File: config.mk
export PLATFORM = sky130hd
export DESIGN_NAME = udp_transmit_arbiter
export DESIGN_NICKNAME = d
export VERILOG_FILES = /design/src/rtl/udp_transmit_arbiter.sv
export SDC_FILE = /design/constraint.sdc
export NUM_CORES = 1
export LEC_CHECK = 0
export BUFFER_PORTS_ARGS = -buffer_cell sky130_fd_sc_hd__clkbuf_2
export CORE_MARGIN = 5
export CORE_UTILIZATION = 43
export DETAILED_ROUTE_END_ITERATION = 8
export MAX_ROUTING_LAYER = met4
export PLACE_DENSITY = 0.7
export SYNTH_ARGS = -nofsm -noshare
export SYNTH_HDL_FRONTEND = slang
export SYNTH_SLANG_ARGS = --single-unit
File: constraint.sdc
create_clock -name clock -period 5.73 [get_ports clock]
set_clock_uncertainty 0.2 [all_clocks]
set_input_delay 1.719 -clock clock [delete_from_list [all_inputs] [get_ports clock]]
set_output_delay 1.719 -clock clock [all_outputs]
set_load 0.05 [all_outputs]
File: src/rtl/udp_transmit_arbiter.sv
// udp_transmit_arbiter: grants whole UDP frames from PORT_COUNT byte-stream
// requesters round-robin onto a single udp_transmit_handler byte interface.
// Optional stall watchdog with byte padding: define UDP_TRANSMIT_ARBITER_TIMEOUT_EN.
module udp_transmit_arbiter #(
    parameter int unsigned PORT_COUNT     = 4,
    parameter int unsigned INDEX_WIDTH    = $clog2(PORT_COUNT),
    parameter int unsigned TIMEOUT_CYCLES = 1024
) (
    input  logic                    clock,
    input  logic                    reset,
    input  logic [PORT_COUNT*9-1:0] request_data,
    input  logic [PORT_COUNT-1:0]   request_valid,
    output logic [PORT_COUNT-1:0]   request_ready,
    output logic [8:0]              data,
    output logic                    data_enable,
    input  logic                    data_ready,
    output logic                    grant_valid,
    output logic [INDEX_WIDTH-1:0]  grant_index,
    output logic                    frame_done,
`ifdef UDP_TRANSMIT_ARBITER_TIMEOUT_EN
    output logic                    timeout_error,
`endif
    output logic                    sof_error
);

    typedef enum logic [1:0] {StIdle, StHeader, StPayload, StRelease} state_e;

    state_e                 state_q, state_d;
    logic [INDEX_WIDTH-1:0] grant_q;
    logic [INDEX_WIDTH-1:0] rr_q;
    logic [3:0]             header_count_q;
    logic [7:0]             size_hi_q;
    logic [15:0]            payload_count_q;
    logic                   sof_error_q;

    logic [INDEX_WIDTH-1:0] winner;
    logic                   winner_found;
    logic                   winner_sof;
    logic [8:0]             granted_data;
    logic                   active;
    logic                   xfer;
    logic                   pad;
    logic [INDEX_WIDTH-1:0] rr_next;

    assign active       = (state_q == StHeader) || (state_q == StPayload);
    assign granted_data = request_data[32'(grant_q)*9 +: 9];
    assign winner_sof   = request_data[32'(winner)*9 + 8];
    assign rr_next      = INDEX_WIDTH'((32'(grant_q) + 32'd1) % PORT_COUNT);

    assign grant_valid = active;
    assign grant_index = grant_q;
    assign frame_done  = (state_q == StRelease);
    assign sof_error   = sof_error_q;

    // Round-robin search starting at the pointer; first valid lane wins.
    always_comb begin
        winner_found = 1'b0;
        winner       = '0;
        for (int unsigned k = 0; k < PORT_COUNT; k++) begin
            if (!winner_found && request_valid[(32'(rr_q) + k) % PORT_COUNT]) begin
                winner_found = 1'b1;
                winner       = INDEX_WIDTH'((32'(rr_q) + k) % PORT_COUNT);
            end
        end
    end

    // Transfer handshake, byte mux and next-state decode.
    always_comb begin
        state_d       = state_q;
        request_ready = '0;
        data          = granted_data;
        data_enable   = 1'b0;
        xfer          = 1'b0;
        if (active) begin
            if (pad) begin
                // Pad mode keeps the handler byte-aligned with zero bytes.
                data = 9'h000;
                xfer = data_ready;
            end else begin
                xfer                   = request_valid[grant_q] && data_ready;
                request_ready[grant_q] = xfer;
            end
            data_enable = xfer;
        end
        unique case (state_q)
            StIdle: begin
                if (winner_found && !reset) begin
                    if (winner_sof) state_d = StHeader;
                    else request_ready[winner] = 1'b1;  // discard stray non-SOF byte
                end
            end
            StHeader: begin
                if (xfer && header_count_q == 4'd15) begin
                    state_d = ({size_hi_q, data[7:0]} == 16'd0) ? StRelease : StPayload;
                end
            end
            StPayload: begin
                if (xfer && payload_count_q == 16'd1) state_d = StRelease;
            end
            StRelease: state_d = StIdle;
            default:   state_d = StIdle;
        endcase
    end

    // Frame state, grant, header/payload counters and round-robin pointer.
    always_ff @(posedge clock or posedge reset) begin
        if (reset) begin
            state_q         <= StIdle;
            grant_q         <= '0;
            rr_q            <= '0;
            header_count_q  <= '0;
            size_hi_q       <= '0;
            payload_count_q <= '0;
            sof_error_q     <= 1'b0;
        end else begin
            state_q     <= state_d;
            sof_error_q <= (state_q == StIdle) && (|request_ready);
            if (state_q == StIdle && state_d == StHeader) begin
                grant_q        <= winner;
                header_count_q <= '0;
            end
            if (state_q == StHeader && xfer) begin
                header_count_q <= header_count_q + 4'd1;
                if (header_count_q == 4'd14) size_hi_q <= data[7:0];
                if (header_count_q == 4'd15) payload_count_q <= {size_hi_q, data[7:0]};
            end
            if (state_q == StPayload && xfer) payload_count_q <= payload_count_q - 16'd1;
            if (state_q == StRelease) rr_q <= rr_next;
        end
    end

`ifdef UDP_TRANSMIT_ARBITER_TIMEOUT_EN
    logic [15:0] stall_q;
    logic        pad_q;
    logic        timeout_q;

    // Watchdog: count cycles where the handler waits on an idle requester.
    always_ff @(posedge clock or posedge reset) begin
        if (reset) begin
            stall_q   <= '0;
            pad_q     <= 1'b0;
            timeout_q <= 1'b0;
        end else begin
            timeout_q <= 1'b0;
            if (state_q == StRelease) begin
                stall_q <= '0;
                pad_q   <= 1'b0;
            end else if (active && !pad_q) begin
                if (xfer) begin
                    stall_q <= '0;
                end else if (data_ready && !request_valid[grant_q]) begin
                    if (stall_q == 16'(TIMEOUT_CYCLES - 1)) begin
                        timeout_q <= 1'b1;
                        pad_q     <= 1'b1;
                        stall_q   <= '0;
                    end else begin
                        stall_q <= stall_q + 16'd1;
                    end
                end
            end
        end
    end

    assign pad           = pad_q;
    assign timeout_error = timeout_q;
`else
    assign pad = 1'b0;
`endif

endmodule

# Word-level counts from Yosys, hierarchy flattened
# Cells that the tools add are included.
[classes]
add_sub_neg = 7
n_mul = 2
magnitude_cmp = 9
eq_ne = 7
shifts = 1
muxes = 40
bitwise_logic = 2
n_reduce_logical = 26
[ops]
columns = ["op", "count"]
rows = [
  ["2-to-1 mux 16 bit", 3],
  ["indexed part select 36 x 7 -> 9 bit", 1],
  ["2-to-1 mux 4 bit", 6],
  ["less-than comparator 2 x 3 -> 1 bit, second input constant", 6],
  ["== test 16 x 1 -> 1 bit, second input constant", 1],
  ["zero test 16 bit", 1],
  ["2-to-1 mux 2 bit", 8],
  ["subtractor 16 x 1 -> 16 bit, second input constant", 1],
  ["2-to-1 mux 1 bit", 14],
  ["logical AND 1 bit", 13],
  ["multiplier 2 x 4 -> 6 bit, second input constant", 2],
  ["binary-select mux 1 bit (select 2 bit)", 5],
  ["== test 4 bit, second input constant", 2],
  ["case mux 2 bit (4 select lines)", 1],
  ["adder 6 x 4 -> 7 bit, second input constant", 1],
  ["less-than comparator 7 bit, second input constant", 1],
  ["binary-select mux 1 bit (select 6 bit)", 1],
  ["nonzero test 2 bit", 3],
  ["adder 2 x 1 -> 2 bit, second input constant", 2],
  ["adder 2 bit, second input constant", 2],
  ["adder 4 x 1 -> 4 bit, second input constant", 1],
  ["AND 4 bit", 1],
  ["demux 1 bit (select 2 bit)", 2],
  ["== test 2 x 1 -> 1 bit, second input constant", 2],
  ["other kinds (8)", 14],
]
[totals]
register_bits = 35
inputBits = 43
out_inout_bits = 19
word_cells = 101

# Logic depth before layout (Yosys ltp)
[logic_depth]
ltp_word = 23
depth_mapped = 12

# Least setup slack after synthesis
# Ideal clock, no wire load.
[synth_path]
kind = "in2out"
startpoint = "input port request_valid[2]"
endpoint = "output port request_ready[1]"
arrival_time_ps = 3719
required_ps = 3811
path_slack_ps = 92
stages = 10
path_cell_list = "nor2b_1 > o21ai_0 > o221a_2 > inv_1 > ha_1 > nand2b_1 > a211oi_1 > o21a_1 > nor3_1 > a22o_1"
[synth_via]
elab_chain_cells = 20
elab_cells_between_ends = 41
cone_classes = "add/sub: 1; mul: 1; order compare: 2; mux: 26; bitwise: 2; reduce/logical: 9"
[synth_lines]
columns = ["element", "line", "source"]
rows = [
  ["start, declared", "12", "input logic [PORT_COUNT-1:0] request_valid,"],
  ["branches (longest 19 deep; another with binary-select mux 1 bit (select 2 bit))", "-", ""],
  ["2-to-1 mux 4 bit *", "85", "unique case (state_q)"],
  ["end, declared", "13", "output logic [PORT_COUNT-1:0] request_ready,"],
]
# Every way passes the cells marked *. The select of a mux whose other input is x is not followed.

# Final worst setup path
[layout_path]
startpoint = "input port request_valid[2]"
endpoint = "output port request_ready[0]"
# The elaborated chain is that of the path after synthesis.

==> impl_metrics.json <==
{
  "tritoncts_clock_tree": "done",
  "post_synth.cell_area_avg_um2": 9.78,
  "postSynthCellCount": 250,
  "synth_top_area_cell": "dfrtp_1",
  "cp-endpoint": "request_ready[0]",
  "timing.final.ws_setup_ns": 0.0675,
  "globalplace.congestion": 0.941,
  "synth.cell_area_um2": 2440,
  "global_route.overflow_total": 0,
  "dpl-instance-area_um2": 2900,
  "finalHoldWorstSlack_ns": 0.328,
  "vias": 2284,
  "report.final.hold_viol_count": 0,
  "cap_violations": 0,
  "synth_top_family_by_area": "simple AND/OR/NAND/NOR gates",
  "drt-pass1-iter-count": 5,
  "cts_max_path_buffers": 2,
  "power.static_leakage_nw": 1.52,
  "cp_slowest_cell": "ha_4",
  "synth.top_cells.by_area": "dfrtp_1 (36%), ha_1 (7.7%), mux4_2 (7.4%)",
  "met3_routed_wirelength_um": 323,
  "crit_required_ns": 3.81,
  "h-tree-depth": 2,
  "unique_cell_type_count_in_the_yosys_netlist": 51,
  "drt-initial-drc-count": 158,
  "most_frequent_cell_after_synthesis": "dfrtp_1",
  "path_buf_inv": 3,
  "dr_wl_met2_um": 2970,
  "fp.coreArea_um2": 5510,
  "min-delay-path-class": "flip-flop to flip-flop",
  "setup-tns-final_ns": 0,
  "fraction_of_the_mapped_netlist_area_in_adder_cells_pct": 7.68,
  "finalSetupViolations": 0,
  "cts_inserted_buffers": 5,
  "drt.antenna.violating_nets": 0,
  "gr-usage-all-layers_pct": 19.0,
  "post_route_insts_no_fill": 395,
  "sequential_cell_area_fraction_in_the_yosys_report_pct": 35.8,
  "power.density_nw_per_um2": 336,
  "reg2reg_slack_ns": 2.30,
  "max-slew-margin-rel_pct": 58.0,
  "critical-path-max-stage-delay_ns": 0.27,
  "finalMaxSlewViolations": 0,
  "worst-path-stages": 12,
  "fp.dieArea_um2": 7290,
  "holdBufCountCts": 0,
  "post_synth_edffs": 0,
  "rr_endpoint": "grant_index[0]$_DFFE_PP0P_",
  "initial_utilization_pct": 44.4,
  "wire_per_inst_um": 16.4,
  "clk_root_buffer_cell": "clkbuf_8",
  "crit_path_end_kind": "output pin",
  "critPathMaxFanout": 8,
  "placement_rows": 27,
  "grt_max_degree": 36,
  "fin_crit_sh_pct": 98.8,
  "share_of_layout_cells_above_drive_strength_1_pct": 35.3,
  "yosys.area_share.simple_pct": 20.1,
  "cp_top_family": "compound AO/OA/AOI/OAI gates",
  "path_cells": "clkbuf_2, nor2b_2, o21ai_2, o221a_2, inv_2, ha_4, nand2b_4, a211oi_4, o21a_1, nor2_1, a32o_2, buf_8",
  "worstReg2RegStart": "grant_index[1]$_DFFE_PP0P_",
  "finalCoreUtilization_pct": 56.1,
  "synth-warning-count": 0,
  "crit_type": "input port to output pin",
  "proportion_of_netlist_area_held_by_the_largest_area_contributor_pct": 35.8,
  "detailed_place_hpwl_um": 4850,
  "holdPathStages": 2,
  "xor_and_xnor_fraction_of_the_mapped_netlist_area_pct": 1.07,
  "num-nets-final": 380,
  "floorplan.die.height_um": 85.4,
  "postSynth.asyncResetShare_pct": 100,
  "remaining_drcs": 0,
  "detail_route.wirelength.met1_um": 3030,
  "total_power_mw": 1.04,
  "postRouteWirelength_um": 6470,
  "synth_commonest_cells": "dfrtp_1 (35), nand2_1 (33), ha_1 (15), nor2_1 (14)",
  "place.detailed.instances": 387,
  "synthToLayoutAreaGrowth_pct": 26.4,
  "final_cell_area_um2": 3090,
  "clkSinkCount": 35,
  "viasPerCell": 5.78,
  "io_buffer_count": 61,
  "boundaryPins": 62,
  "synth-main-ff-cell": "dfrtp_1",
  "maxUsedRoutingLayer": "met4",
  "first_pass_grt_wire_length_um": 10900,
  "die_width_um": 85.4,
  "post-cts-setup-buffers": 0,
  "flop_and_latch_count_out_of_synthesis": 35,
  "antenna_found_initial": 0,
  "synth.mux.area_fraction_pct": 15.8,
  "synth_nets": 308,
  "number_of_global_route_vias_before_repair": 2279,
  "worstSkewPairLatency_ns": 0.30,
  "r2r.worst_path.cells": 8,
  "status": "finished clean",
  "fin_crit_ns": 5.66,
  "kind_of_start_point_of_the_critical_path": "input port",
  "clkSlewWorstSetupHoldPaths_ns": 0.07,
  "worstSetupStartpoint": "request_valid[2]",
  "worstMarginPinSlew_ns": 0.630,
  "synth_compound_area_share_pct": 16.4,
  "detailedPlace.worstSlack_ns": -0.185,
  "ir_drop_mv": 0.243,
  "worst_path_arrival_time_ns": 3.74,
  "insertedDiodeCount": 0,
  "fmax_ghz": 0.177
}
## layout by cell type, fill, tap and decap left out, types with 2 or more instances in the layout
cell type / count
o22ai_1: 3
or3_1: 2
inv_1: 12
clkbuf_8: 6
and2_1: 3
a21oi_1: 10
mux4_1: 2
mux4_2: 8
mux2i_1: 3
buf_8: 2
nor2b_1: 3
nand4_1: 3
a22oi_1: 2
o311ai_0: 2
nand2b_1: 2
nand2_1: 32
nor2b_2: 3
nor2_1: 14
o21ai_0: 12
a21o_1: 2
clkbuf_2: 58
dfrtp_1: 35
xnor2_1: 2
nor4_1: 8
nand3_1: 6
a22o_1: 2
nor3_1: 8
or4_1: 3
mux2_2: 11
ha_1: 14
nor3_2: 2
o211ai_1: 6
a31oi_1: 2
buf_4: 9
and3_1: 4
## state kept, by name, summed over array words and instances, names as in the netlist
register	count
payload_count_q	16
size_hi_q	8
header_count_q	4
grant_index	2
rr_q	2
state_q	2
sof_error	1
## tightest hold or removal path, delay by kind of cell, from the launching register on
| kind | cells | cell delay [ns] |
|---|---|---|
| simple gates | 1 | 0.06 |
| compound gates | 1 | 0.05 |
| flops | 1 | 0.38 |
## report_power, final
part | internal [mW] | switching [mW] | total (mW)
Combinational | 0.170 | 0.329 | 0.500
Sequential | 0.264 | 0.0413 | 0.306
Clock | 0.141 | 0.0931 | 0.234
Total | 0.575 | 0.464 | 1.04
## final cells by class
type	count	area [um2]
Sequential cell	35	876
Clock inverter	2	35.0
Multi-Input combinational cell	197	1550
Clock buffer	6	82.6
Inverter	13	48.8
Tap cell	72	90.1
Fill cell	516	2420
Timing Repair Buffer	70	408
## worst min path at each step
stage / startpoint / endpoint
after floorplan: size_hi_q[4]$_DFFE_PP0P_ / payload_count_q[12]$_DFFE_PP0P_
after global placement: size_hi_q[3]$_DFFE_PP0P_ / payload_count_q[11]$_DFFE_PP0P_
after detailed placement: size_hi_q[1]$_DFFE_PP0P_ / payload_count_q[9]$_DFFE_PP0P_
after CTS: payload_count_q[13]$_DFFE_PP0P_ / payload_count_q[13]$_DFFE_PP0P_
after global routing: size_hi_q[1]$_DFFE_PP0P_ / size_hi_q[1]$_DFFE_PP0P_
final: payload_count_q[13]$_DFFE_PP0P_ / payload_count_q[13]$_DFFE_PP0P_
## cell families after synthesis
kind of cell             count (synthesis)
XOR/XNOR                                 3
flip-flops                              35
buffers and inverters                   18
adder cells (fa/ha/maj)                 15
AO/OA/AOI/OAI                           58
AND/OR/NAND/NOR                         97
multiplexers                            24
## per-layer routing
| metal | GRT usage, % | vias to the layer above |
|---|---|---|
| met5 | - | - |
| met4 | 6.91 | 0 |
| met3 | 2.82 | 12 |
| met2 | 29.9 | 91 |
| met1 | 24.9 | 1099 |
| li1 | - | 1082 |
## what timing repair did
| item | in CTS | in global routing |
|---|---|---|
| gates resized for setup | 8 | 14 |
| setup endpoints to repair | 3 | 4 |
| pin swaps | 1 | 5 |
(Power assumes the default switching activity.)
